File: config.mk
export PLATFORM = sky130hd
export DESIGN_NAME = aes_inv_keyschedule_flat
export DESIGN_NICKNAME = d
export VERILOG_FILES = /design/src/rtl/aes_inv_keyschedule_if.sv /design/src/rtl/aes_inv_keyschedule.sv /design/src/flat_wrapper.sv
export SDC_FILE = /design/constraint.sdc
export NUM_CORES = 1
export LEC_CHECK = 0
export ABC_AREA = 1
export BUFFER_PORTS_ARGS = -buffer_cell sky130_fd_sc_hd__buf_2
export CELL_PAD_IN_SITES_DETAIL_PLACEMENT = 2
export CELL_PAD_IN_SITES_GLOBAL_PLACEMENT = 2
export CORE_AREA = 8 8 282 284
export DETAILED_ROUTE_END_ITERATION = 12
export DIE_AREA = 0 0 290 292
export PLACE_DENSITY_LB_ADDON = 0.1
export SLEW_MARGIN = 10
export SYNTH_ARGS = -nofsm -noshare
export SYNTH_HDL_FRONTEND = slang
export SYNTH_SLANG_ARGS = --single-unit
File: constraint.sdc
create_clock -name clk -period 8.62 [get_ports clk]
set_clock_uncertainty 0.1 [all_clocks]
set_input_delay 0.862 -clock clk [delete_from_list [all_inputs] [get_ports clk]]
set_output_delay 0.862 -clock clk [all_outputs]
set_load 0.02 [all_outputs]
File: src/rtl/aes_inv_keyschedule_if.sv
// aes_inv_keyschedule_if
//   Request/response bundle for the AES-128 inverse key schedule.
//   master : consumer side (drives start, last_key, next)
//   slave  : key-schedule side (drives round_key, round_idx, valid, done)
//   start     - load last_key and begin a pass (IDLE only)
//   last_key  - round-10 key, [127:120] = byte 0 of w40
//   next      - consumer accepts the current round_key
//   round_key - current round key, same byte order as last_key
//   round_idx - round number of round_key, 10 down to 0
//   valid     - round_key/round_idx stable and valid
//   done      - one-cycle pulse after round 0 is accepted
//   bundle, bundle_valid - all 11 round keys in forward-expansion layout,
//                          present only with AES_INV_KS_BUNDLE_EN defined
interface aes_inv_keyschedule_if;
    logic           start;
    logic [127:0]   last_key;
    logic           next;
    logic [127:0]   round_key;
    logic [3:0]     round_idx;
    logic           valid;
    logic           done;
`ifdef AES_INV_KS_BUNDLE_EN
    logic [1407:0]  bundle;
    logic           bundle_valid;

    modport master (
        output start, last_key, next,
        input  round_key, round_idx, valid, done, bundle, bundle_valid
    );
    modport slave (
        input  start, last_key, next,
        output round_key, round_idx, valid, done, bundle, bundle_valid
    );
`else
    modport master (
        output start, last_key, next,
        input  round_key, round_idx, valid, done
    );
    modport slave (
        input  start, last_key, next,
        output round_key, round_idx, valid, done
    );
`endif
endinterface

File: src/rtl/aes_inv_keyschedule.sv
// aes_inv_keyschedule
//   Walks the AES-128 key schedule backwards, from the round-10 key down to
//   the cipher key, presenting one round key at a time under a valid/next
//   handshake. Each step costs two cycles: XOR recovers words 1..3 of the
//   previous round key, SUB recovers word 0 through SubWord(RotWord()).
//
//   Ports:
//     clk - clock, all state updates on posedge
//     rst - asynchronous active-high reset
//     ks  - aes_inv_keyschedule_if.slave (start/last_key/next in,
//           round_key/round_idx/valid/done out)
//
//   Optional feature macro: AES_INV_KS_BUNDLE_EN
//     Adds ks.bundle[1407:0] (all round keys, round 0 at the MSBs) and
//     ks.bundle_valid (set with done, cleared on start or rst).

// Combinational AES S-box, table lookup.
module aes_sbox (
    input  logic [7:0] a,
    output logic [7:0] y
);
    localparam logic [0:255][7:0] SBOX = {
        128'h637c777bf26b6fc53001672bfed7ab76,
        128'hca82c97dfa5947f0add4a2af9ca472c0,
        128'hb7fd9326363ff7cc34a5e5f171d83115,
        128'h04c723c31896059a071280e2eb27b275,
        128'h09832c1a1b6e5aa0523bd6b329e32f84,
        128'h53d100ed20fcb15b6acbbe394a4c58cf,
        128'hd0efaafb434d338545f9027f503c9fa8,
        128'h51a3408f929d38f5bcb6da2110fff3d2,
        128'hcd0c13ec5f974417c4a77e3d645d1973,
        128'h60814fdc222a908846eeb814de5e0bdb,
        128'he0323a0a4906245cc2d3ac629195e479,
        128'he7c8376d8dd54ea96c56f4ea657aae08,
        128'hba78252e1ca6b4c6e8dd741f4bbd8b8a,
        128'h703eb5664803f60e613557b986c11d9e,
        128'he1f8981169d98e949b1e87e9ce5528df,
        128'h8ca1890dbfe6426841992d0fb054bb16
    };

    assign y = SBOX[a];
endmodule

module aes_inv_keyschedule (
    input  logic                  clk,
    input  logic                  rst,
    aes_inv_keyschedule_if.slave  ks
);
    typedef enum logic [1:0] {
        IDLE = 2'd0,
        HOLD = 2'd1,
        XOR  = 2'd2,
        SUB  = 2'd3
    } state_t;

    state_t         state, state_nx;

    logic [127:0]   key_q;
    logic [3:0]     idx_q;
    logic           done_q;
    logic [31:0]    k1_q, k2_q, k3_q;

    logic           load;       // IDLE start accepted this cycle
    logic           fin;        // final handshake (round 0 accepted)
    logic           valid;

    logic [31:0]    w0, w1, w2, w3;
    logic [31:0]    rot;
    logic [31:0]    sub;
    logic [7:0]     rcon;
    logic [31:0]    k0;

    assign w0 = key_q[127:96];
    assign w1 = key_q[95:64];
    assign w2 = key_q[63:32];
    assign w3 = key_q[31:0];

    // ------------------------------------------------------------------
    // State register
    // ------------------------------------------------------------------
    always_ff @(posedge clk or posedge rst) begin
        if (rst)
            state <= IDLE;
        else
            state <= state_nx;
    end

    // ------------------------------------------------------------------
    // Next-state and control decode
    // ------------------------------------------------------------------
    always_comb begin
        state_nx = state;
        load     = 1'b0;
        fin      = 1'b0;
        valid    = 1'b0;
        case (state)
            IDLE: begin
                if (ks.start) begin
                    load     = 1'b1;
                    state_nx = HOLD;
                end
            end
            HOLD: begin
                valid = 1'b1;
                if (ks.next) begin
                    if (idx_q == 4'd0) begin
                        // Final round accepted; any start this cycle is
                        // dropped because it is only looked at in IDLE.
                        fin      = 1'b1;
                        state_nx = IDLE;
                    end else begin
                        state_nx = XOR;
                    end
                end
            end
            XOR:     state_nx = SUB;
            SUB:     state_nx = HOLD;
            default: state_nx = IDLE;
        endcase
    end

    // ------------------------------------------------------------------
    // Round constant for the step from round idx_q to idx_q-1
    // ------------------------------------------------------------------
    always_comb begin
        rcon = 8'h00;
        case (idx_q)
            4'd1:    rcon = 8'h01;
            4'd2:    rcon = 8'h02;
            4'd3:    rcon = 8'h04;
            4'd4:    rcon = 8'h08;
            4'd5:    rcon = 8'h10;
            4'd6:    rcon = 8'h20;
            4'd7:    rcon = 8'h40;
            4'd8:    rcon = 8'h80;
            4'd9:    rcon = 8'h1b;
            4'd10:   rcon = 8'h36;
            default: rcon = 8'h00;
        endcase
    end

    // ------------------------------------------------------------------
    // SubWord(RotWord(k3)); k3 is the last word of the previous round key
    // ------------------------------------------------------------------
    assign rot = {k3_q[23:0], k3_q[31:24]};

    for (genvar g = 0; g < 4; g++) begin : g_sbox
        aes_sbox u_sbox (
            .a (rot[8*g +: 8]),
            .y (sub[8*g +: 8])
        );
    end

    assign k0 = w0 ^ sub ^ {rcon, 24'h0};

    // ------------------------------------------------------------------
    // Datapath
    // ------------------------------------------------------------------
    always_ff @(posedge clk or posedge rst) begin
        if (rst) begin
            key_q  <= '0;
            idx_q  <= '0;
            done_q <= 1'b0;
            k1_q   <= '0;
            k2_q   <= '0;
            k3_q   <= '0;
        end else begin
            done_q <= fin;
            if (load) begin
                key_q <= ks.last_key;
                idx_q <= 4'd10;
            end
            if (state == XOR) begin
                // w[i-4] = w[i] ^ w[i-1] for the three non-leading words
                k3_q <= w3 ^ w2;
                k2_q <= w2 ^ w1;
                k1_q <= w1 ^ w0;
            end
            if (state == SUB) begin
                key_q <= {k0, k1_q, k2_q, k3_q};
                idx_q <= idx_q - 4'd1;
            end
        end
    end

    assign ks.round_key = key_q;
    assign ks.round_idx = idx_q;
    assign ks.valid     = valid;
    assign ks.done      = done_q;

`ifdef AES_INV_KS_BUNDLE_EN
    // ------------------------------------------------------------------
    // Collected key bundle: slot for round r is bundle[1407-128*r -: 128],
    // written on every entry to HOLD (load and each SUB completion).
    // ------------------------------------------------------------------
    logic [1407:0]  bundle_q;
    logic           bundle_valid_q;
    logic [3:0]     idx_dec;
    logic [10:0]    slot_hi;

    assign idx_dec = idx_q - 4'd1;
    assign slot_hi = 11'd1407 - {idx_dec, 7'd0};

    always_ff @(posedge clk or posedge rst) begin
        if (rst) begin
            bundle_q       <= '0;
            bundle_valid_q <= 1'b0;
        end else begin
            if (load) begin
                bundle_q[127:0] <= ks.last_key;
                bundle_valid_q  <= 1'b0;
            end
            if (state == SUB)
                bundle_q[slot_hi -: 128] <= {k0, k1_q, k2_q, k3_q};
            if (fin)
                bundle_valid_q <= 1'b1;
        end
    end

    assign ks.bundle       = bundle_q;
    assign ks.bundle_valid = bundle_valid_q;
`endif

endmodule

File: src/flat_wrapper.sv
// flat-port wrapper written by rule: the top's interface ports become plain ports
module aes_inv_keyschedule_flat 
  (clk, rst, ks_start, ks_last_key, ks_next, ks_round_key, ks_round_idx, ks_valid, ks_done);
  aes_inv_keyschedule_if ks_i ();
  input  logic clk;
  input  logic rst;
  input wire logic [$bits(ks_i.start)-1:0] ks_start;
  input wire logic [$bits(ks_i.last_key)-1:0] ks_last_key;
  input wire logic [$bits(ks_i.next)-1:0] ks_next;
  output wire logic [$bits(ks_i.round_key)-1:0] ks_round_key;
  output wire logic [$bits(ks_i.round_idx)-1:0] ks_round_idx;
  output wire logic [$bits(ks_i.valid)-1:0] ks_valid;
  output wire logic [$bits(ks_i.done)-1:0] ks_done;
  assign ks_i.start = ks_start;
  assign ks_i.last_key = ks_last_key;
  assign ks_i.next = ks_next;
  assign ks_round_key = ks_i.round_key;
  assign ks_round_idx = ks_i.round_idx;
  assign ks_valid = ks_i.valid;
  assign ks_done = ks_i.done;
  aes_inv_keyschedule u_core (.clk(clk), .rst(rst), .ks(ks_i));
endmodule
==> impl_metrics.ini, run 1 <==
[outcome]
status = finished clean

[clock_network]
ctsHoldBuffers = 0
cts_tree = yes
numCtsBuffers = 31
tritoncts_num_sinks = 231
cts_root_buf = clkbuf_16
clockBufferDepth = 3
post_cts_buffers = 0
cts_resized = 0
clock_latency_ns = 0.62
htreeDepth = 1
path_clk_slew_ns = 0.06

[synth]
syn_area_um2 = 22200
ys_seq_area_share_pct = 26.0
synth.avg_cell_area_um2 = 6.08
synthDistinctLibCells = 38
ys_ff_latch = 231
ys_warn_count = 0
synth_fp_nets = 3860
synthCells = 3658

[critical_path]
critical_path_arrival_ns = 3.83
worst_path_max_delay_cell = dfrtp_1
crit_chain = inv_2, ha_1, inv_1, nand2_1, nand2_1, o21ai_0, nand2_1, nand2_1, nand2_1, nand3_1, nand2_1, nand2_1, nand3_1, nand3_1, nand2_1
reg2reg_slack_ns = 5.15
slowest_delay_ns = 0.76
cp_common_cell = nand2_1
worst_r2r_startpoint = u_core.k3_q[1]
reg2regPathDepth = 15
cp.required_ns = 8.98
crit_type = reg2reg
worstSetupStartpointType = flip-flop
cp_num_buf_inv = 2
crit_family = simple AND/OR/NAND/NOR gates
worstReg2RegEnd = u_core.ks.round_key[110]
endpoint_kind = flip-flop
cp_max_fo = 13

[pwr]
switchingPower_mw = 8.15
switching_share_pct = 62.1
p_seq_share_pct = 18.1
internal_power_mw = 4.97
combPwrFrac_pct = 71.7
powerDensity_nw_per_um2 = 526
p_leak_nw = 12.5
ir_drop_mv = 0.209
clkPwrFrac_pct = 10.2

[timing]
fin_hold_ws_ns = 0.273
tightest_slew_ns = 1.19
period_share_pct = 40.3
rsz0062_at_grt = false
layout_min_cycle_time_ns = 3.47
slew_headroom_pct = 20.8
setup_violations = 0
hold_viol_final = 0
slew_violations = 0
clock.fmax_ghz = 0.288
tns_ns = 0

[route]
first_pass_iters = 7
vias = 27600
wl_mm = 131
final_antenna_net_count = 0
drt_iter0_markers = 2054
wl_per_cell_um = 27.5
drcViolationCount = 0
via_per_inst = 5.78

[grt]
use_met3_pct = 3.84
grt_max_degree = 111
grt_pass1_vias = 29300
grt_overflow = 0
grt.total_usage_pct = 29.5
use_met1_pct = 39.8
busiest_layer = met2
grt_pass1_wl_mm = 196
antenna_found_initial = 15
met2_usage_pct = 48.2

[floorplanning]
fp.dieW_um = 290
coreArea_um2 = 75200
design.die.area_um2 = 84700
fp-row-count = 101
ioPinCount = 266
die_height_um = 292
start_util_pct = 29.6

[placed_design]
dp_hpwl_mm = 96.7
dpl_cell_area_um2 = 23900
gp_congestion = 0.989
io_buffers = 265

[layout]
drive_above_1_share_pct = 10.9
area_growth_pct = 12.2
stdcell_area_um2 = 25000
fillers = 9365
fin_nets = 3961
final_common_cell = nand2_1
multi_input_area_um2 = 14400
utilization_pct = 33.2
layout_common_cells = 1267 x nand2_1, 851 x nand3_1, 265 x buf_2
ff_latch_area_um2 = 5780

[run]
maxCapViolations = 0

[worst_hold_path]
hold_path.class = in2async
## worst max path at each step
stage / from / endpoint / slack (ns) / cells past startpoint
2_1_floorplan: rst / u_core.k1_q[0] / 1.33 / 1
3_3_place_gp: ks_start / u_core.ks.round_key[117] / 5.13 / 8
3_5_place_dp: ks_start / u_core.ks.round_key[117] / 5.13 / 8
4_1_cts: u_core.k3_q[1] / u_core.ks.round_key[106] / 5.17 / 15
5_1_grt: u_core.k3_q[1] / u_core.ks.round_key[110] / 4.91 / 16
6_report: u_core.k3_q[1] / u_core.ks.round_key[110] / 5.15 / 15
## state kept, by name, indices dropped and copies added, names as in the netlist
name and flops:
u_core.state 2, u_core.k3_q 32, u_core.ks.done 1, u_core.k2_q 32, u_core.k1_q 32, u_core.ks.round_idx 4, u_core.ks.round_key 128
## cells in the mapped netlist
cell type	n	area (µm²)
nand2_1	1267	4760
ha_1	70	876
xor2_1	8	70.1
inv_1	217	815
buf_1	21	78.8
inv_2	15	56.3
a22oi_1	1	7.51
nor2_2	16	100
o22ai_1	5	31.3
buf_2	70	350
o21bai_1	4	30.0
and2_1	1	6.26
a21oi_1	80	400
nand4_1	11	68.8
nand2_4	1	11.3
buf_6	17	191
o221ai_1	1	8.76
a22o_1	4	35.0
buf_4	25	188
nand3_1	851	4260
inv_4	3	18.8
nor2_1	145	544
nor3_1	4	20.0
dfrtp_1	231	5780
xnor2_1	96	841
o31ai_1	1	7.51
nor2_4	2	22.5
o21ai_0	222	1110
o21ai_1	15	75.1
nand3b_1	7	52.6
clkinv_1	6	22.5
clkbuf_1	99	372
o211ai_1	111	833
and3_1	1	6.26
or2_1	1	6.26
a21oi_2	1	8.76
nand2_2	22	138
a31oi_1	6	37.5
## stage by stage
stage | total power [mW] | setup WS (ns) | cells
after floorplan | 8.14 | 1.33 | 3658
after global placement | 11.4 | 5.13 | 4704
after detailed placement | 11.6 | 5.13 | 4704
after CTS | 13.0 | 5.17 | 4759
after global routing | 14.0 | 4.91 | 4766
final | 13.1 | 5.15 | 4769
## logic make-up after synthesis
kind of cell,Yosys count,synth area share [%]
and+or+nand+nor,2329,44.9
buffers and inverters,473,9.41
xor gates and xnor gates,104,4.10
adders and majority gates,70,3.94
AOI/OAI and AO/OA,451,11.6
DFF,231,26.0
## power by group through the flow
stage / Sequential, mW / Clock [mW] / Combinational, mW
3_5_place_dp: 2.38 / 0 / 9.25
6_report: 2.37 / 1.34 / 9.41
4_1_cts: 2.37 / 1.38 / 9.30
5_1_grt: 2.44 / 1.41 / 10.2
3_3_place_gp: 2.34 / 0 / 9.09
2_1_floorplan: 2.36 / 0 / 5.78
## final cells by class
cell class | instances | share of cell area [%]
timing repair buffer | 300 | 6.37
inverter | 241 | 3.70
tap | 978 | 4.90
sequential | 231 | 23.2
antenna | 10 | 0.100
clock buffer | 42 | 3.39
clock inverter | 13 | 0.707
multi-input combinational | 2954 | 57.7
## per-layer routing
metal  vias to the layer above  routed length [µm]  share of wire (%)
li1                      12300                   -                  -
met1                     14000               58100                 44
met2                      1042               59900                 46
met3                       229                7870                6.0
met4                         0                5100                3.9
met5                         -                   0                  0
No activity file was read; power rests on OpenSTA's default activity.
==> inputs of run 2 (changes only) <==
==> constraint.sdc (replaced) <==
create_clock -name clk -period 3.6 [get_ports clk]
set_clock_uncertainty 0.1 [all_clocks]
set_input_delay 0.36 -clock clk [delete_from_list [all_inputs] [get_ports clk]]
set_output_delay 0.36 -clock clk [all_outputs]
set_load 0.02 [all_outputs]
==> run 2 against run 1 <==
  * Largest cell class unchanged
  * Worst setup slack got worse by 4.8 ns
  * Core utilization increased by 2.6 points
  * Critical endpoint is now u_core.ks.round_key[117]
  * Power increased by 150%
  * Global-route usage increased by 1.4 points
  * Clock-buffer cell count increased by 3
  * Via count increased by 2.8%
  * Highest routed layer is now met5
  * Fmax increased by 7.4%
  * Final cell count increased by 4.0%
==> impl_metrics.ini, run 2 (synthesis results as in run 1) <==
[layout]
area_growth_pct = 21.2
drive_above_1_share_pct = 12.3
largest_register_ffs = 128
layout_common_cells = 1267 x nand2_1, 851 x nand3_1, 265 x buf_2
fin_nets = 4156
final_common_cell = nand2_1

[clock_network]
htreeDepth = 1
cts_root_buf = clkbuf_16
numCtsBuffers = 30
cts_resized = 0
tritoncts_num_sinks = 231
path_clk_slew_ns = 0.06
cts_tree = yes
post_cts_buffers = 0
clockBufferDepth = 3
ctsHoldBuffers = 125
clock_latency_ns = 0.61

[timing]
period_share_pct = 89.8
clock.fmax_ghz = 0.309
slew_violations = 0
slew_headroom_pct = 37.0
fin_hold_ws_ns = 0.0232
tns_ns = 0
layout_min_cycle_time_ns = 3.23
setup_violations = 0
rsz0062_at_grt = false
tightest_slew_ns = 0.944
hold_viol_final = 0

[floorplanning]
die_height_um = 292
fp-row-count = 101
coreArea_um2 = 75200
fp.dieW_um = 290
start_util_pct = 29.6
ioPinCount = 266
design.die.area_um2 = 84700

[critical_path]
worst_path_max_delay_cell = dfrtp_1
crit_type = reg2reg
slowest_delay_ns = 0.83
cp_common_cell = nand2_1
worstSetupStartpointType = flip-flop
endpoint_kind = flip-flop
cp.required_ns = 3.99
critical_path_arrival_ns = 3.62
crit_chain = inv_2, ha_1, inv_1, nand2_1, inv_1, nand2_1, nand3_1, nand3_1, nand3_1, nand3_1, nand2_1, nand2_1, nand3_1, nand2_1, nand2_1
reg2reg_slack_ns = 0.37
cp_max_fo = 15

[pwr]
p_leak_nw = 13.4
p_total_mw = 32.5
ir_drop_mv = 0.498
powerDensity_nw_per_um2 = 1210

[grt]
grt_pass1_vias = 30700
grt_max_degree = 112
grt_pass1_wl_mm = 205
antenna_found_initial = 10
grt_overflow = 0
grt.total_usage_pct = 31.0

[placed_design]
io_buffers = 265
gp_congestion = 1.00
dp_hpwl_mm = 101

[route]
final_antenna_net_count = 0
wl_per_cell_um = 27.5
drcViolationCount = 0
first_pass_iters = 5
wl_mm = 136
drt_iter0_markers = 2125
vias = 28400
via_per_inst = 5.72

[outcome]
status = finished clean

[worst_hold_path]
hold_path.class = in2reg

[run]
maxCapViolations = 0
## run 2: path summary, 6_finish.rpt
path                                  start                  endpoint  cells after the start
setup / recovery             u_core.k3_q[9]  u_core.ks.round_key[117]                     15
setup reg to reg             u_core.k3_q[9]  u_core.ks.round_key[117]                     15
hold / removal             ks_last_key[117]  u_core.ks.round_key[117]                      5
min in group asynchronous               rst   u_core.ks.round_key[66]                      3
max in group asynchronous               rst           u_core.k3_q[17]                      4
hold reg to reg             u_core.k1_q[10]           u_core.k1_q[10]                      2
## run 2: where the power goes
part,switching (mW),leakage (nW),internal [mW]
sequential,1.69,2.90,3.78
combinational,16.9,9.97,6.75
clock,1.29,0.538,2.07
total,19.9,13.4,12.6
## run 2: area by class of cell
type / count / area [µm²]
Antenna cell: 7 / 17.5
Clock buffer: 45 / 938
Clock inverter: 9 / 155
Fill cell: 9242 / 48300
Inverter: 241 / 921
Multi-Input combinational cell: 2954 / 14400
Sequential cell: 231 / 5780
Tap cell: 978 / 1220
Timing Repair Buffer: 496 / 3510
## run 2: critical path, delay by kind of cell, from the launching register on
family | cells | cell delay, ns
fa+ha+maj | 1 | 0.49
buf+inv | 3 | 0.33
flops | 1 | 0.83
simple gates | 11 | 1.34
## run 2: per-layer routing
metal / routed length (µm) / up-vias / part of all wire, % / GRT usage, %
met2: 63200 / 979 / 46 / 51.3
met5: 13 / - / 0.0095 / 0
met3: 7890 / 214 / 5.8 / 4.04
li1: - / 12700 / - / -
met4: 4480 / 2 / 3.3 / 9.56
met1: 60900 / 14500 / 45 / 41.7
## run 2: stage by stage
| stage | area (µm²) | setup WS [ns] | std cells | util [%] |
|---|---|---|---|---|
| after global routing | 26900 | 0.191 | 4958 | 35.8 |
| final | 26900 | 0.366 | 4961 | 35.8 |
| after CTS | 26900 | 0.451 | 4954 | 35.8 |
| after floorplan | 22200 | 0.118 | 3658 | - |
| after detailed placement | 24600 | 0.467 | 4775 | 32.7 |
| after global placement | 24600 | 0.434 | 4775 | 32.7 |
==> inputs of run 3 (changes only) <==
--- a/config.mk
+++ b/config.mk
@@ -9,11 +9,12 @@
 export BUFFER_PORTS_ARGS = -buffer_cell sky130_fd_sc_hd__buf_2
 export CELL_PAD_IN_SITES_DETAIL_PLACEMENT = 2
 export CELL_PAD_IN_SITES_GLOBAL_PLACEMENT = 2
-export CORE_AREA = 8 8 282 284
+export CORE_AREA = 8 8 287 289
 export DETAILED_ROUTE_END_ITERATION = 12
-export DIE_AREA = 0 0 290 292
+export DIE_AREA = 0 0 295 297
 export PLACE_DENSITY_LB_ADDON = 0.1
 export SLEW_MARGIN = 10
 export SYNTH_ARGS = -nofsm -noshare
 export SYNTH_HDL_FRONTEND = slang
+export SYNTH_HIERARCHICAL = 1
 export SYNTH_SLANG_ARGS = --single-unit
==> constraint.sdc (replaced) <==
create_clock -name clk -period 3.6 [get_ports clk]
set_clock_uncertainty 0.1 [all_clocks]
set_input_delay 0.18 -clock clk [delete_from_list [all_inputs] [get_ports clk]]
set_output_delay 0.18 -clock clk [all_outputs]
set_load 0.02 [all_outputs]
==> run 3 against run 2 <==
  * Power grew 1.4%
  * Synthesized cell count grew 2.1%
  * Synthesized area grew 3.6%
  * Via count grew 1.8%
  * Critical path type unchanged
  * Largest power group unchanged
  * Critical endpoint is now u_core/ks.round_key[115]
==> impl_metrics.ini, run 3 <==
[outcome]
status = finished clean

[route]
final_antenna_net_count = 0
wl_met1_mm = 60.2
wl_met3_mm = 9.59
wl_per_cell_um = 27.5
via_per_inst = 5.67
met2WireLength_mm = 64.2
first_pass_iters = 5
drcViolationCount = 0
top_layer_used = met5
wl_mm = 140
vias = 28900
drt_iter0_markers = 2502

[critical_path]
cp_max_fo = 11
reg2regPathDepth = 15
crit_type = reg2reg
worstReg2RegEnd = u_core/ks.round_key[115]
worstSetupStartpointType = flip-flop
crit_path_end = u_core/ks.round_key[115]
worst_r2r_startpoint = u_core/k3_q[9]
reg2reg_slack_ns = 0.30
startpoint = u_core/k3_q[9]
endpoint_kind = flip-flop
cp.required_ns = 3.95
critical_path_arrival_ns = 3.66

[timing]
slew_violations = 0
tightest_slew_ns = 1.11
layout_min_cycle_time_ns = 3.30
slew_headroom_pct = 25.8
tns_ns = 0
rsz0062_at_grt = false
period_share_pct = 91.8
setup_violations = 0
clock.fmax_ghz = 0.303
hold_viol_final = 0

[synth]
ys_seq_area_share_pct = 25.1
yosys.area_share.simple_pct = 49.6
synthDistinctLibCells = 38
yosysTopAreaCell = dfrtp_1
synth.avg_cell_area_um2 = 6.17
synth_xor_area_share_pct = 4.75
synth_fa_ha_area_share_pct = 3.80
synthCells = 3736
synth.area.mux_share_pct = 0
ys_top_cells_by_area = dfrtp_1 25%, nand2_1 22%, nand3_1 21%, xnor2_1 4.1%, ha_1 3.8%
ys_warn_count = 6
syn_area_um2 = 23000
async_reset_ff_share_pct = 100
synth.most_common_cell = nand2_1
synth_fp_nets = 3938
synth_edf_count = 0
ys.flop_type = dfrtp_1
synth_top_area_share_pct = 25.1
synth_top_family_by_area = simple AND/OR/NAND/NOR gates
ys_ff_latch = 231
synth_compound_gate_area_share_pct = 7.09
synth_common_cells = 1345 x nand2_1, 951 x nand3_1, 231 x dfrtp_1

[clock_network]
clock_latency_ns = 0.58
clockBufferDepth = 3
cts_root_buf = clkbuf_16
htreeDepth = 1
path_clk_slew_ns = 0.06
numCtsBuffers = 28
tritoncts_num_sinks = 231
cts_tree = yes

[layout]
drive_above_1_share_pct = 14.3
instances_no_fill = 5093
final_common_cell = nand2_1
fin_nets = 4220
layout_common_cells = 1345 x nand2_1, 951 x nand3_1, 265 x buf_2
largest_register_ffs = 128
fillers = 9620
utilization_pct = 35.2
ff_latch_area_um2 = 5790
multi_input_area_um2 = 15000
area_growth_pct = 19.2

[grt]
antenna_found_initial = 8
grt_pass1_vias = 31000
grt.total_usage_pct = 30.9
grt_max_degree = 106
grt_overflow = 0
grt_pass1_wl_mm = 209

[run]
maxCapViolations = 0

[pwr]
powerDensity_nw_per_um2 = 1200
ir_drop_mv = 0.509
p_leak_nw = 13.5

[placed_design]
io_buffers = 265
dpl.cell_count = 4906
gp_congestion = 0.963
dp_hpwl_mm = 101

[floorplanning]
ioPinCount = 266
fp.dieW_um = 295
start_util_pct = 29.5
die_height_um = 297
design.die.area_um2 = 87600
fp-row-count = 103
coreArea_um2 = 78000

[worst_hold_path]
holdPathStages = 4
hold_path.class = in2reg
## run 3: cell types whose count changed after synthesis, sizes merged, moves of 11 or more
cell / change
buf: +77
inv: -75
a21oi: +40
clkbuf: -49
o21ai: -87
o211ai: -92
nand2: +108
xnor2: +11
nand4: +29
nand3: +116
## run 3: cell type report
| type | count | area share, % |
|---|---|---|
| Clock buffer | 43 | 3.08 |
| Sequential cell | 231 | 21.1 |
| Antenna cell | 5 | 0.0456 |
| Multi-Input combinational cell | 3084 | 54.8 |
| Clock inverter | 7 | 0.364 |
| Timing Repair Buffer | 512 | 13.6 |
| Tap cell | 1050 | 4.78 |
| Inverter | 161 | 2.27 |
## run 3: cell families (layout without fill, tap and decap cells)
kind of cell,count (synthesis),after routing
compound gates,305,305
xor+xnor,125,125
fa+ha+maj,70,70
buf+inv,421,723
simple gates,2584,2584
other cells,0,5
flops,231,231
## run 3: report_power, final
part / switching, mW / internal [mW]
Clock: 1.29 / 1.75
Sequential: 1.93 / 3.79
Combinational: 17.1 / 7.12
Total: 20.3 / 12.7
## run 3: worst max-delay path: stages (launching register included)
cell and delay, ns:
dfrtp_1 0.69, inv_2 0.22, ha_1 0.61, inv_1 0.18, nand2_4 0.19, nand2_1 0.17
o21ai_1 0.29, nand2_1 0.08, nand2_1 0.08, nand2_1 0.05, nand2_1 0.06, nand2_1 0.05
nand2_1 0.08, nand2_1 0.07, xor2_1 0.16, a21oi_1 0.08
## run 3: worst min-delay path by stage
| stage | from | to | slack [ns] |
|---|---|---|---|
| after floorplan | ks_next | u_core/ks.done | 0.19 |
| after global placement | rst | u_core/ks.round_key[42] | 0.07 |
| after detailed placement | rst | u_core/ks.round_key[73] | 0.07 |
| after CTS | ks_last_key[11] | u_core/ks.round_key[11] | 0.22 |
| after global routing | ks_last_key[14] | u_core/ks.round_key[14] | 0.26 |
| final | ks_last_key[86] | u_core/ks.round_key[86] | 0.25 |
## run 3: per-layer routing
metal	track usage [%]	up-vias
met5	0	-
met4	11.6	2
met3	4.93	298
met2	50.2	1154
met1	41.1	14500
li1	-	12900
## run 3: stage by stage
step                      power (mW)  instance area (µm²)  setup slack [ns]  hold WS [ns]
after floorplan                 20.3                23000             0.298         0.194
after global placement          28.8                25200             0.400        0.0709
after detailed placement        29.1                25200             0.392        0.0666
after CTS                       32.4                27500             0.359         0.223
after global routing            35.1                27500             0.160         0.262
final                           32.9                27500             0.296         0.250
## run 3: timing repair
action                                 in CTS  in global routing
resized for setup                           0                  0
hold buffers                              132                  0
setup buffers                               0                  0
endpoints found under the hold margin     362                  0
